`src/rtl/regfile_wb_scheduler_if.sv`:
```
// rtl/regfile_wb_scheduler_if.sv - issue, writeback request and register-file port bundle
interface regfile_wb_scheduler_if #(
  parameter int DATA_W = 16,
  parameter int ADDR_W = 3
);
  logic                   issue_valid_i;
  logic [ADDR_W-1:0]      issue_rd_i;
  logic [ADDR_W-1:0]      issue_rs1_i;
  logic [ADDR_W-1:0]      issue_rs2_i;
  logic                   issue_use_rs1_i;
  logic                   issue_use_rs2_i;
  logic                   issue_ready_o;
  logic                   alu_valid_i;
  logic [ADDR_W-1:0]      alu_addr_i;
  logic [DATA_W-1:0]      alu_data_i;
  logic                   alu_ready_o;
  logic                   lsu_valid_i;
  logic [ADDR_W-1:0]      lsu_addr_i;
  logic [DATA_W-1:0]      lsu_data_i;
  logic                   lsu_ready_o;
  logic                   rf_write_en_o;
  logic [ADDR_W-1:0]      rf_write_addr_o;
  logic [DATA_W-1:0]      rf_write_data_o;
  logic [2**ADDR_W-1:0]   busy_o;

  modport slave (
    input  issue_valid_i, issue_rd_i, issue_rs1_i, issue_rs2_i,
    input  issue_use_rs1_i, issue_use_rs2_i,
    input  alu_valid_i, alu_addr_i, alu_data_i,
    input  lsu_valid_i, lsu_addr_i, lsu_data_i,
    output issue_ready_o, alu_ready_o, lsu_ready_o,
    output rf_write_en_o, rf_write_addr_o, rf_write_data_o, busy_o
  );

  modport master (
    output issue_valid_i, issue_rd_i, issue_rs1_i, issue_rs2_i,
    output issue_use_rs1_i, issue_use_rs2_i,
    output alu_valid_i, alu_addr_i, alu_data_i,
    output lsu_valid_i, lsu_addr_i, lsu_data_i,
    input  issue_ready_o, alu_ready_o, lsu_ready_o,
    input  rf_write_en_o, rf_write_addr_o, rf_write_data_o, busy_o
  );
endinterface

```
`src/rtl/regfile_wb_scheduler.sv`:
```
// rtl/regfile_wb_scheduler.sv - ALU/LSU writeback arbiter, registered RF write port and hazard scoreboard
module regfile_wb_scheduler #(
  parameter int DATA_W = 16,
  parameter int ADDR_W = 3,
  parameter int RR_EN  = 1
) (
  input  logic                  clk_i,
  input  logic                  rst_i,
  regfile_wb_scheduler_if.slave bus
);
  localparam int NREG = 2**ADDR_W;

  logic              r_last_lsu;
  logic              r_we;
  logic [ADDR_W-1:0] r_waddr;
  logic [DATA_W-1:0] r_wdata;
  logic [NREG-1:0]   r_busy;

  logic              w_gnt_alu;
  logic              w_gnt_lsu;
  logic [ADDR_W-1:0] w_gnt_addr;
  logic [DATA_W-1:0] w_gnt_data;
  logic [NREG-1:0]   w_clear;
  logic [NREG-1:0]   w_set;
  logic [NREG-1:0]   w_eff_busy;
  logic [NREG-1:0]   w_busy_nxt;
  logic              w_issue_ok;
  logic              w_accept;

  // No grants while in reset, so nothing granted then is lost silently.
  always_comb begin
    w_gnt_alu = 1'b0;
    w_gnt_lsu = 1'b0;
    if (!rst_i) begin
      if (bus.alu_valid_i && bus.lsu_valid_i) begin
        if (RR_EN != 0 && !r_last_lsu) w_gnt_lsu = 1'b1;
        else                           w_gnt_alu = 1'b1;
      end else begin
        w_gnt_alu = bus.alu_valid_i;
        w_gnt_lsu = bus.lsu_valid_i;
      end
    end
  end

  assign w_gnt_addr = w_gnt_lsu ? bus.lsu_addr_i : bus.alu_addr_i;
  assign w_gnt_data = w_gnt_lsu ? bus.lsu_data_i : bus.alu_data_i;

  always_comb begin
    w_clear = '0;
    w_set   = '0;
    if (r_we) w_clear[r_waddr] = 1'b1;
    if (w_accept && bus.issue_rd_i != '0) w_set[bus.issue_rd_i] = 1'b1;
  end

  // The RF bypass makes the port's data visible this cycle, so its clear is applied early.
  assign w_eff_busy = r_busy & ~w_clear;
  assign w_busy_nxt = w_eff_busy | w_set;

  assign w_issue_ok = !(bus.issue_use_rs1_i && w_eff_busy[bus.issue_rs1_i]) &&
                      !(bus.issue_use_rs2_i && w_eff_busy[bus.issue_rs2_i]) &&
                      !(bus.issue_rd_i != '0 && w_eff_busy[bus.issue_rd_i]);
  assign w_accept   = bus.issue_valid_i && w_issue_ok;

  always_ff @(posedge clk_i) begin
    if (rst_i) begin
      r_last_lsu <= 1'b1;
      r_we       <= 1'b0;
      r_waddr    <= '0;
      r_wdata    <= '0;
      r_busy     <= '0;
    end else begin
      r_we    <= (w_gnt_alu || w_gnt_lsu) && (w_gnt_addr != '0);
      r_waddr <= w_gnt_addr;
      r_wdata <= w_gnt_data;
      if (w_gnt_alu || w_gnt_lsu) r_last_lsu <= w_gnt_lsu;
      r_busy  <= {w_busy_nxt[NREG-1:1], 1'b0};
    end
  end

  assign bus.issue_ready_o   = w_issue_ok;
  assign bus.alu_ready_o     = w_gnt_alu;
  assign bus.lsu_ready_o     = w_gnt_lsu;
  assign bus.rf_write_en_o   = r_we;
  assign bus.rf_write_addr_o = r_waddr;
  assign bus.rf_write_data_o = r_wdata;
  assign bus.busy_o          = r_busy;
endmodule

```
`src/flat_wrapper.sv`:
```
// flat-port wrapper written by rule: the top's interface ports become plain ports
module regfile_wb_scheduler_flat 
#(
  parameter int DATA_W = 16,
  parameter int ADDR_W = 3,
  parameter int RR_EN  = 1
)
  (clk_i, rst_i, bus_issue_valid_i, bus_issue_rd_i, bus_issue_rs1_i, bus_issue_rs2_i, bus_issue_use_rs1_i, bus_issue_use_rs2_i, bus_alu_valid_i, bus_alu_addr_i, bus_alu_data_i, bus_lsu_valid_i, bus_lsu_addr_i, bus_lsu_data_i, bus_issue_ready_o, bus_alu_ready_o, bus_lsu_ready_o, bus_rf_write_en_o, bus_rf_write_addr_o, bus_rf_write_data_o, bus_busy_o);
  regfile_wb_scheduler_if #(.DATA_W(DATA_W), .ADDR_W(ADDR_W)) bus_i ();
  input  logic clk_i;
  input  logic rst_i;
  input wire logic [$bits(bus_i.issue_valid_i)-1:0] bus_issue_valid_i;
  input wire logic [$bits(bus_i.issue_rd_i)-1:0] bus_issue_rd_i;
  input wire logic [$bits(bus_i.issue_rs1_i)-1:0] bus_issue_rs1_i;
  input wire logic [$bits(bus_i.issue_rs2_i)-1:0] bus_issue_rs2_i;
  input wire logic [$bits(bus_i.issue_use_rs1_i)-1:0] bus_issue_use_rs1_i;
  input wire logic [$bits(bus_i.issue_use_rs2_i)-1:0] bus_issue_use_rs2_i;
  input wire logic [$bits(bus_i.alu_valid_i)-1:0] bus_alu_valid_i;
  input wire logic [$bits(bus_i.alu_addr_i)-1:0] bus_alu_addr_i;
  input wire logic [$bits(bus_i.alu_data_i)-1:0] bus_alu_data_i;
  input wire logic [$bits(bus_i.lsu_valid_i)-1:0] bus_lsu_valid_i;
  input wire logic [$bits(bus_i.lsu_addr_i)-1:0] bus_lsu_addr_i;
  input wire logic [$bits(bus_i.lsu_data_i)-1:0] bus_lsu_data_i;
  output wire logic [$bits(bus_i.issue_ready_o)-1:0] bus_issue_ready_o;
  output wire logic [$bits(bus_i.alu_ready_o)-1:0] bus_alu_ready_o;
  output wire logic [$bits(bus_i.lsu_ready_o)-1:0] bus_lsu_ready_o;
  output wire logic [$bits(bus_i.rf_write_en_o)-1:0] bus_rf_write_en_o;
  output wire logic [$bits(bus_i.rf_write_addr_o)-1:0] bus_rf_write_addr_o;
  output wire logic [$bits(bus_i.rf_write_data_o)-1:0] bus_rf_write_data_o;
  output wire logic [$bits(bus_i.busy_o)-1:0] bus_busy_o;
  assign bus_i.issue_valid_i = bus_issue_valid_i;
  assign bus_i.issue_rd_i = bus_issue_rd_i;
  assign bus_i.issue_rs1_i = bus_issue_rs1_i;
  assign bus_i.issue_rs2_i = bus_issue_rs2_i;
  assign bus_i.issue_use_rs1_i = bus_issue_use_rs1_i;
  assign bus_i.issue_use_rs2_i = bus_issue_use_rs2_i;
  assign bus_i.alu_valid_i = bus_alu_valid_i;
  assign bus_i.alu_addr_i = bus_alu_addr_i;
  assign bus_i.alu_data_i = bus_alu_data_i;
  assign bus_i.lsu_valid_i = bus_lsu_valid_i;
  assign bus_i.lsu_addr_i = bus_lsu_addr_i;
  assign bus_i.lsu_data_i = bus_lsu_data_i;
  assign bus_issue_ready_o = bus_i.issue_ready_o;
  assign bus_alu_ready_o = bus_i.alu_ready_o;
  assign bus_lsu_ready_o = bus_i.lsu_ready_o;
  assign bus_rf_write_en_o = bus_i.rf_write_en_o;
  assign bus_rf_write_addr_o = bus_i.rf_write_addr_o;
  assign bus_rf_write_data_o = bus_i.rf_write_data_o;
  assign bus_busy_o = bus_i.busy_o;
  regfile_wb_scheduler #(.DATA_W(DATA_W), .ADDR_W(ADDR_W), .RR_EN(RR_EN)) u_core (.clk_i(clk_i), .rst_i(rst_i), .bus(bus_i));
endmodule
```
`config.mk`:
```
export PLATFORM = sky130hd
export DESIGN_NAME = regfile_wb_scheduler_flat
export DESIGN_NICKNAME = d
export VERILOG_FILES = /design/src/rtl/regfile_wb_scheduler_if.sv /design/src/rtl/regfile_wb_scheduler.sv /design/src/flat_wrapper.sv
export SDC_FILE = /design/constraint.sdc
export NUM_CORES = 1
export LEC_CHECK = 0
export BUFFER_PORTS_ARGS = -buffer_cell sky130_fd_sc_hd__buf_2
export CAP_MARGIN = 20
export CORE_ASPECT_RATIO = 0.75
export CORE_MARGIN = 2
export CORE_UTILIZATION = 35
export CTS_BUF_LIST = sky130_fd_sc_hd__clkbuf_4 sky130_fd_sc_hd__clkbuf_8
export DETAILED_ROUTE_END_ITERATION = 8
export PLACE_DENSITY = 0.77
export SKIP_LAST_GASP = 1
export SYNTH_ARGS = -nofsm -noshare
export SYNTH_HDL_FRONTEND = slang
export SYNTH_SLANG_ARGS = --single-unit
```
`constraint.sdc`:
```
create_clock -name clk_i -period 4.89 [get_ports clk_i]
set_input_delay 0.489 -clock clk_i [delete_from_list [all_inputs] [get_ports clk_i]]
set_output_delay 0.489 -clock clk_i [all_outputs]
set_load 0.02 [all_outputs]
```
After elaboration in Yosys (flattened, before gate mapping). Index checks and enable logic that the tools add are counted.

Word-level logic and storage cells: 52. Input port bits: 54. Output and inout bits: 31. Register bits after elaboration: 29.

Reduce and logical (&&, ||, !) cells: 17. Bitwise gates (word level): 3. $lt $le $gt $ge: 6. Mux-type cells: 20.

Operators with widths (number): 3-bit by 4-bit < comparator with 1-bit output (second input constant) (4); 16-bit 2-to-1 mux (1); 8-bit 2-to-1 mux (2); 1-bit logical AND (11); 1-bit 2-to-1 mux (11); 1-bit binary-select mux with 3-bit select (3); 8-bit bitwise AND (1); 8-bit NOT (1); 8-bit OR (1); 1-bit demux with 3-bit select (2); 3-bit by 1-bit >= comparator with 1-bit output (second input constant) (2); 3-bit nonzero test (2); 1-bit logical NOT (3); 3-bit 2-to-1 mux (1); 1-bit logical OR (1).

Depth between registers and ports, before layout. Gate-level depths: netlist of run 1.

Depth after elaboration: 17. Gate-level depth with buffers: 6. Gate-level depth less buffers: 5.

Worst setup path before layout of run 1. No wires, ideal clock.

Path kind: register to output. From: reg u_core.r_we, in the netlist u_core.bus.rf_write_en_o. To: out bus_issue_ready_o. Path buffers: 1. Required time: 4.401 ns. Stages on the path, launching flop included: 7. Setup slack: 2.285 ns. Arrival: 2.116 ns. Cell sequence: dfxtp_1 nand4b_1 nand3_1 a211oi_1 or4_4 buf_6 nor3_1.

Cells in the longest elaborated chain, start to end: 9. Elaborated cells on any way between the ends: 17. Those cells by class: mux (7); bitwise (2); reduce/logical (8).

RTL lines: from (decl) (RTL line regfile_wb_scheduler.sv:14) `logic r_we;`; from (signal assigned) (RTL line regfile_wb_scheduler.sv:72) `r_we <= (w_gnt_alu || w_gnt_lsu) && (w_gnt_addr != '0);`; 8-bit 2-to-1 mux * (RTL line regfile_wb_scheduler.sv:51) `if (r_we) w_clear[r_waddr] = 1'b1;`; 8-bit NOT * (RTL line regfile_wb_scheduler.sv:56) `assign w_eff_busy = r_busy & ~w_clear;`; 8-bit bitwise AND * (RTL line regfile_wb_scheduler.sv:56); 1-bit binary-select mux with 3-bit select, on equally long branches (RTL line regfile_wb_scheduler.sv:59, regfile_wb_scheduler.sv:60); 1-bit 2-to-1 mux, on equally long branches (RTL line regfile_wb_scheduler.sv:59, regfile_wb_scheduler.sv:60); 1-bit logical AND, on equally long branches (RTL line regfile_wb_scheduler.sv:59, regfile_wb_scheduler.sv:60); 1-bit logical NOT, on equally long branches (RTL line regfile_wb_scheduler.sv:59, regfile_wb_scheduler.sv:60); 1-bit logical AND (RTL line regfile_wb_scheduler.sv:59) `assign w_issue_ok = !(bus.issue_use_rs1_i && w_eff_busy[bus.issue_rs1_i]) &&`; 1-bit logical AND * (RTL line regfile_wb_scheduler.sv:60) `!(bus.issue_use_rs2_i && w_eff_busy[bus.issue_rs2_i]) &&`; to (decl) (RTL line flat_wrapper.sv:24) `output wire logic [$bits(bus_i.issue_ready_o)-1:0] bus_issue_ready_o;`.

Every way passes the cells marked *; elsewhere a longest branch is shown, timed or not. The select of a mux whose other input is x is not followed.

Worst setup path in the final report of run 1.
From: reg u_core.r_waddr[1], in the netlist u_core.bus.rf_write_addr_o[1]. To: out bus_issue_ready_o.

Cells in the longest elaborated chain, start to end: 13. Elaborated cells on any way between the ends: 22. Those cells by class: order compare (2); mux (9); bitwise (2); reduce/logical (9).

RTL lines: from (decl) (RTL line regfile_wb_scheduler.sv:15) `logic [ADDR_W-1:0] r_waddr;`; from (signal assigned) (RTL line regfile_wb_scheduler.sv:73) `r_waddr <= w_gnt_addr;`; 3-bit by 4-bit < comparator with 1-bit output (not written as such) or 3-bit by 1-bit >= comparator with 1-bit output (tied branches) (RTL line regfile_wb_scheduler.sv:51); 1-bit logical AND (not written as such) (RTL line regfile_wb_scheduler.sv:51); 1-bit 2-to-1 mux (not written as such) (RTL line regfile_wb_scheduler.sv:51); 1-bit demux with 3-bit select *; 8-bit 2-to-1 mux * (RTL line regfile_wb_scheduler.sv:51); 8-bit NOT * (RTL line regfile_wb_scheduler.sv:56); 8-bit bitwise AND * (RTL line regfile_wb_scheduler.sv:56); 1-bit binary-select mux with 3-bit select, on equally long branches (RTL line regfile_wb_scheduler.sv:59, regfile_wb_scheduler.sv:60); 1-bit 2-to-1 mux, on equally long branches (RTL line regfile_wb_scheduler.sv:59, regfile_wb_scheduler.sv:60); 1-bit logical AND, on equally long branches (RTL line regfile_wb_scheduler.sv:59, regfile_wb_scheduler.sv:60); 1-bit logical NOT, on equally long branches (RTL line regfile_wb_scheduler.sv:59, regfile_wb_scheduler.sv:60); 1-bit logical AND (RTL line regfile_wb_scheduler.sv:59); 1-bit logical AND * (RTL line regfile_wb_scheduler.sv:60).

Marks and branches as above.

==> results of run 1 <==
==> power by group through the flow <==
stage | Combinational, uW | Sequential, uW | Clock (uW)
finish | 111 | 252 | 178
global route | 123 | 254 | 192
CTS | 111 | 252 | 185
detailed placement | 111 | 257 | 0
floorplan | 47.5 | 273 | 0
global placement | 110 | 256 | 0
==> cells in the mapped netlist (all sizes together), types with 3 or more instances <==
library cell	number	area share
a21oi	23	0.078
nand3b	8	0.041
nand2	49	0.12
or3	6	0.025
dfxtp	28	0.38
a32oi	4	0.024
nand4b	3	0.022
nor2b	5	0.021
nand2b	3	0.013
clkbuf	7	0.018
nand3	7	0.024
buf	4	0.019
o41ai	7	0.077
nand4bb	3	0.023
==> layout by cell type, fill, tap and decap left out <==
cell,count
sky130_fd_sc_hd__buf_2,83
sky130_fd_sc_hd__nand2_1,49
sky130_fd_sc_hd__dfxtp_1,28
sky130_fd_sc_hd__a21oi_1,23
sky130_fd_sc_hd__nand3b_1,8
sky130_fd_sc_hd__nand3_1,7
sky130_fd_sc_hd__o41ai_2,7
sky130_fd_sc_hd__or3_1,6
sky130_fd_sc_hd__nor2b_1,5
sky130_fd_sc_hd__a32oi_1,4
sky130_fd_sc_hd__nand4bb_1,3
sky130_fd_sc_hd__nand2b_1,3
sky130_fd_sc_hd__clkbuf_8,3
sky130_fd_sc_hd__nand4b_1,2
sky130_fd_sc_hd__nor3_1,2
sky130_fd_sc_hd__o31ai_1,2
sky130_fd_sc_hd__or2_2,2
sky130_fd_sc_hd__nor2_1,1
sky130_fd_sc_hd__a211oi_1,1
sky130_fd_sc_hd__nand4_1,1
sky130_fd_sc_hd__nand4b_2,1
sky130_fd_sc_hd__and2b_2,1
sky130_fd_sc_hd__nor4_1,1
sky130_fd_sc_hd__or4_4,1
sky130_fd_sc_hd__inv_1,1
sky130_fd_sc_hd__a31oi_1,1
sky130_fd_sc_hd__o2111ai_1,1
sky130_fd_sc_hd__o221a_2,1
sky130_fd_sc_hd__mux4_2,1
sky130_fd_sc_hd__nor3b_1,1
sky130_fd_sc_hd__or4_1,1
sky130_fd_sc_hd__and2_1,1
sky130_fd_sc_hd__o21ai_0,1
sky130_fd_sc_hd__conb_1,1
sky130_fd_sc_hd__bufinv_16,1
==> final timing paths <==
check,endpoint,depth (start not counted)
max,bus_issue_ready_o,6
min,u_core.bus.rf_write_en_o,3
min reg2reg,u_core.r_last_lsu,2
max reg2reg,u_core.bus.busy_o[5],5
==> final cells by class <==
type / instances / area share
clock buffer: 3 / 0.0209
sequential: 28 / 0.284
tap: 55 / 0.0348
clock inverter: 1 / 0.0152
multi-input combinational: 139 / 0.434
inverter: 1 / 0.00190
timing repair buffer: 83 / 0.210
==> metrics by stage <==
step                      worst slack (ps)  utilization  std cells
final                                 1890        0.488        310
after global routing                  1700        0.488        310
after CTS                             1900        0.488        310
after detailed placement              2190        0.470        306
after global placement                2220        0.470        306
after floorplan                       2290            -        179
==> cell families (layout without fill, tap and decap cells) <==
group	after synthesis	in the layout
buf+inv	12	88
compound gates	41	41
simple gates	96	96
mux	1	1
flops	28	28
other cells	1	1
==> state kept, by name, indices dropped and copies added (netlist names) <==
register,cells
u_core.bus.busy_o,7
u_core.bus.rf_write_data_o,16
u_core.bus.rf_write_addr_o,3
u_core.bus.rf_write_en_o,1
u_core.r_last_lsu,1
==> worst max-delay path: cells and delay by family, from the launching register on <==
family          cells  cell delay, ps
buf+inv             1             190
simple gates        3             990
flops               1             470
compound gates      1             120
mux                 1             460
==> per-layer routing <==
layer  share of wire  wire (um)  global-route usage
met1            0.48       1890               0.221
met2            0.44       1720               0.298
met3           0.075        296              0.0408
met4          0.0069         27              0.0296
met5               0          0                   0
==> flow_metrics.env, run 1 <==
export IMPL_status="completed"
export IMPL_place_gp_congestion=0.951
export IMPL_maxClockFrequency_mhz=334
export IMPL_r2r_start="u_core.bus.rf_write_addr_o[1]"
export IMPL_p_clk_frac=0.329
export IMPL_synth_warnings=0
export IMPL_setup_worst_path_start_class="flip-flop"
export IMPL_power_density_cell_area_mw_per_mm2=273
export IMPL_cts_num_sinks=28
export IMPL_drc_errors=0
export IMPL_first_pass_iters=4
export IMPL_worst_pin_slew_ps=848
export IMPL_ctsRootBufferMaster="sky130_fd_sc_hd__clkbuf_8"
export IMPL_synth_compound_area_share=0.215
export IMPL_cts_max_path_buffers=2
export IMPL_post_cts_resized=0
export IMPL_cts_hold_repair_buffers=0
export IMPL_synth_ff_latch_count=28
export IMPL_final_antenna_net_count=0
export IMPL_ff2ff_setup_slack_ps=2640
export IMPL_combined_area_of_the_multi_input_logic_cells_um2=857
export IMPL_place_area_mm2=0.00191
export IMPL_critical_path_max_fanout=8
export IMPL_ir_drop_mv=0.169
export IMPL_route_detailed_wl_per_inst_um=12.7
export IMPL_async_set_reset_flop_share_out_of_synthesis=0
export IMPL_dieArea_mm2=0.00476
export IMPL_final_max_slew_viol_count=0
export IMPL_h_tree_levels=1
export IMPL_critical_path_slowest_cell="sky130_fd_sc_hd__nor2b_1"
export IMPL_synth_edf_count=0
export IMPL_synthFlopType="sky130_fd_sc_hd__dfxtp_1"
export IMPL_port_buffers=83
export IMPL_mappedNetlistNets=233
export IMPL_via_count_of_the_first_global_routing_pass=1497
export IMPL_synth_cell_types=37
export IMPL_worst_hold_startpoint="bus_lsu_addr_i[2]"
export IMPL_relative_contribution_of_combinational_cells_to_total_power=0.205
export IMPL_synth_xor_area_share=0
export IMPL_diodes=0
export IMPL_die_width_um=79.0
export IMPL_ff_latch_area_um2=561
export IMPL_power_total_uw=541
export IMPL_power_share_sequential=0.466
export IMPL_number_of_maximum_capacitance_violations=0
export IMPL_grt_setup_unrepaired="false"
export IMPL_intPower_uw=397
export IMPL_drive_above_1_share=0.396
export IMPL_synth_top_family_by_area="simple AND/OR/NAND/NOR gates"
export IMPL_routed_wirelength_um=3940
export IMPL_areaGrowthSynthToFinish_pct=34.0
export IMPL_drtIter0Drc=98
export IMPL_clock_insertion_delay_worst_skew_ps=270
export IMPL_hold_viol_final=0
export IMPL_number_of_antenna_violations_at_the_first_check_in_global_routing=0
export IMPL_yosys_area_share_adder=0
export IMPL_yosysSeqAreaShare=0.380
export IMPL_global_route_overflow_total=0
export IMPL_io_pin_count=85
export IMPL_synth_mux_area_fraction=0.0153
export IMPL_cts_tree="built"
export IMPL_worst_hold_path_type="input pin to flip-flop"
export IMPL_crit_type="flip-flop to output port"
export IMPL_worst_setup_hold_path_clk_slew_ps=100
export IMPL_syn_cell_area_mm2=0.00148
export IMPL_final_fill_count=443
export IMPL_synthesis_instances=179
export IMPL_cp_cell_sequence="nand4b_1, a32oi_1, mux4_2, nor2b_1, nor3_1, buf_2"
export IMPL_synthSimpleGateAreaFrac=0.348
export IMPL_slew_limit_headroom=0.434
export IMPL_floorplan_rows=20
export IMPL_grt_max_degree=37
export IMPL_initial_core_util=0.364
export IMPL_arrival_ps=2510
export IMPL_numCtsBuffers=3
export IMPL_postLayoutCellArea_mm2=0.00198
export IMPL_fin_worst_skew_ps=11.4
export IMPL_crit_path_start="u_core.bus.rf_write_addr_o[1]"
export IMPL_final_number_of_setup_violating_endpoints=0
export IMPL_switching_share_of_power=0.266
export IMPL_finalSetupTns_ps=0
export IMPL_final_net_count=310
export IMPL_grt_use_total=0.171
export IMPL_worstSetupEndpointType="output port"
export IMPL_grt_first_pass_wirelength_um=6590
export IMPL_crit_required_ps=4400
export IMPL_leakage_uw=0.000936
export IMPL_hpwl_um=3070
export IMPL_fp_coreArea_mm2=0.00405
export IMPL_die_height_um=60.2
export IMPL_via_count=1595
export IMPL_finalCritPeriodShare=0.613
export IMPL_fin_hold_ws_ps=438
export IMPL_power_switching_uw=144
export IMPL_post_cts_repair_setup_buffers=0
export IMPL_final_critical_period_ps=3000
export IMPL_slowest_stage_delay_on_critical_path_ps=670
export IMPL_vias_per_cell=5.15
export IMPL_synth_avg_cell_area_um2=8.24
Note: power is estimated with default switching activity, not from simulation.
==> inputs of run 2 (changes only) <==
- clock period: 4.89 -> 2.87 ns (I/O delays scaled with it)
==> run 2 against run 1 <==
Against the previous run:
- register-to-register slack worse by 1900 ps
- sequential cell count stayed put
- combinational power is 71% higher
- critical endpoint unchanged
- largest cell class unchanged
- utilization is 0.56 points lower
- global-route usage is 0.34 points higher
- final area is 1.1% lower
- total power is 52% higher
- clock power is 15% higher
- clock-buffer cell count stayed put
- sequential share of layout area is 0.33 points higher
==> flow_metrics.env, run 2 (synthesized netlist as in run 1, its figures left out) <==
export IMPL_final_fill_count=423
export IMPL_critPathMostFrequentCell="sky130_fd_sc_hd__nor3_1"
export IMPL_worstSetupEndpointType="output port"
export IMPL_floorplan_rows=20
export IMPL_mostFrequentLayoutCell="sky130_fd_sc_hd__buf_2"
export IMPL_final_max_slew_viol_count=0
export IMPL_critical_path_slowest_cell="sky130_fd_sc_hd__or4_4"
export IMPL_finalSetupTns_ps=0
export IMPL_postLayoutCoreUtil=0.482
export IMPL_post_cts_resized=0
export IMPL_status="completed"
export IMPL_cts_max_path_buffers=2
export IMPL_fp_coreArea_mm2=0.00405
export IMPL_diodes=0
export IMPL_hpwl_um=3090
export IMPL_vias_per_cell=5.25
export IMPL_grt_use_total=0.175
export IMPL_numCtsBuffers=3
export IMPL_grt_setup_unrepaired="false"
export IMPL_crit_type="flip-flop to output port"
export IMPL_hold_viol_final=0
export IMPL_initial_core_util=0.364
export IMPL_critical_path_buf_inv_count=1
export IMPL_io_pin_count=85
export IMPL_worst_setup_hold_path_clk_slew_ps=90
export IMPL_hold_critical_path_depth=3
export IMPL_power_density_cell_area_mw_per_mm2=421
export IMPL_grt_max_degree=37
export IMPL_ir_drop_mv=0.201
export IMPL_global_route_overflow_total=0
export IMPL_power_total_uw=823
export IMPL_slew_limit_headroom=0.548
export IMPL_worst_pin_slew_ps=676
export IMPL_first_pass_iters=4
export IMPL_final_net_count=311
export IMPL_fin_worst_skew_ps=7.71
export IMPL_ff2ff_path_depth=5
export IMPL_cts_hold_repair_buffers=0
export IMPL_setup_worst_path_start_class="flip-flop"
export IMPL_h_tree_levels=1
export IMPL_place_gp_congestion=0.946
export IMPL_cp_cell_sequence="nand4bb_1, a32oi_1, nor3_1, or4_4, nor3_1, buf_2"
export IMPL_final_number_of_setup_violating_endpoints=0
export IMPL_switching_share_of_power=0.291
export IMPL_final_critical_period_ps=2570
export IMPL_die_height_um=60.2
export IMPL_most_common_layout_cells="sky130_fd_sc_hd__buf_2, sky130_fd_sc_hd__nand2_1, sky130_fd_sc_hd__dfxtp_1"
export IMPL_grt_first_pass_wirelength_um=6670
export IMPL_dieArea_mm2=0.00476
export IMPL_leakage_uw=0.000927
export IMPL_maxClockFrequency_mhz=390
export IMPL_route_detailed_wl_per_inst_um=12.9
export IMPL_critical_path_cell_count=6
export IMPL_slowest_stage_delay_on_critical_path_ps=570
export IMPL_cts_num_sinks=28
export IMPL_drive_above_1_share=0.396
export IMPL_via_count_of_the_first_global_routing_pass=1462
export IMPL_arrival_ps=2280
export IMPL_port_buffers=83
export IMPL_largest_register_ff_count=16
export IMPL_final_antenna_net_count=0
export IMPL_drc_errors=0
export IMPL_power_switching_uw=239
export IMPL_ctsRootBufferMaster="sky130_fd_sc_hd__clkbuf_8"
export IMPL_p_clk_frac=0.248
export IMPL_ff_latch_area_um2=561
export IMPL_worst_hold_path_type="input pin to flip-flop"
export IMPL_crit_required_ps=2580
export IMPL_number_of_maximum_capacitance_violations=0
export IMPL_drtIter0Drc=118
export IMPL_routed_wirelength_um=4010
export IMPL_areaGrowthSynthToFinish_pct=32.5
export IMPL_critPathTopFamily="simple AND/OR/NAND/NOR gates"
export IMPL_number_of_antenna_violations_at_the_first_check_in_global_routing=0
export IMPL_clock_insertion_delay_worst_skew_ps=270
export IMPL_combined_area_of_the_multi_input_logic_cells_um2=857
export IMPL_critical_path_max_fanout=8
export IMPL_post_cts_repair_setup_buffers=0
export IMPL_relative_contribution_of_combinational_cells_to_total_power=0.231
export IMPL_cts_tree="built"
export IMPL_die_width_um=79.0
export IMPL_via_count=1626
export IMPL_fin_hold_ws_ps=238
export IMPL_power_share_sequential=0.521
export IMPL_finalCritPeriodShare=0.894
export IMPL_intPower_uw=583
## run 2: worst paths after layout
path                            startpoint                  endpoint  slack [ps]
setup / recovery  u_core.bus.rf_write_en_o         bus_issue_ready_o         300
hold / removal           bus_lsu_addr_i[2]  u_core.bus.rf_write_en_o         240
setup reg to reg  u_core.bus.rf_write_en_o      u_core.bus.busy_o[6]         780
hold reg to reg          u_core.r_last_lsu         u_core.r_last_lsu         530
## run 2: cell type report
cell class	instances	share of cell area
well taps	55	0.0352
clock buffers	3	0.0211
multi-input cells	139	0.439
repair buffers	84	0.216
flip-flops and latches	28	0.287
inverters	1	0.00192
## run 2: routing by layer
metal  up-vias  GRT usage  wire [um]
li1        799          -          -
met1       747      0.234       1830
met2        78      0.288       1770
met3         2     0.0423        393
met4         0     0.0369         19
met5         -          0          0
## run 2: stage by stage
step / setup WS, ps / instances / instance area, um^2
floorplan: 467 / 179 / 1480
finish: 303 / 310 / 1950
CTS: 338 / 310 / 1950
detailed placement: 657 / 307 / 1910
global placement: 685 / 307 / 1910
global route: 194 / 310 / 1950
## run 2: power by group through the flow
stage / registers [uW] / logic (uW) / clock network [uW]
after floorplan: 466 / 80.9 / 0
after global placement: 437 / 189 / 0
after detailed placement: 438 / 189 / 0
after CTS: 429 / 190 / 212
after global routing: 432 / 211 / 228
final: 429 / 190 / 204
## run 2: tightest hold or removal path, stage by stage
cell and delay [ps]:
sky130_fd_sc_hd__buf_2 90, sky130_fd_sc_hd__o31ai_1 60, sky130_fd_sc_hd__nand2_1 50
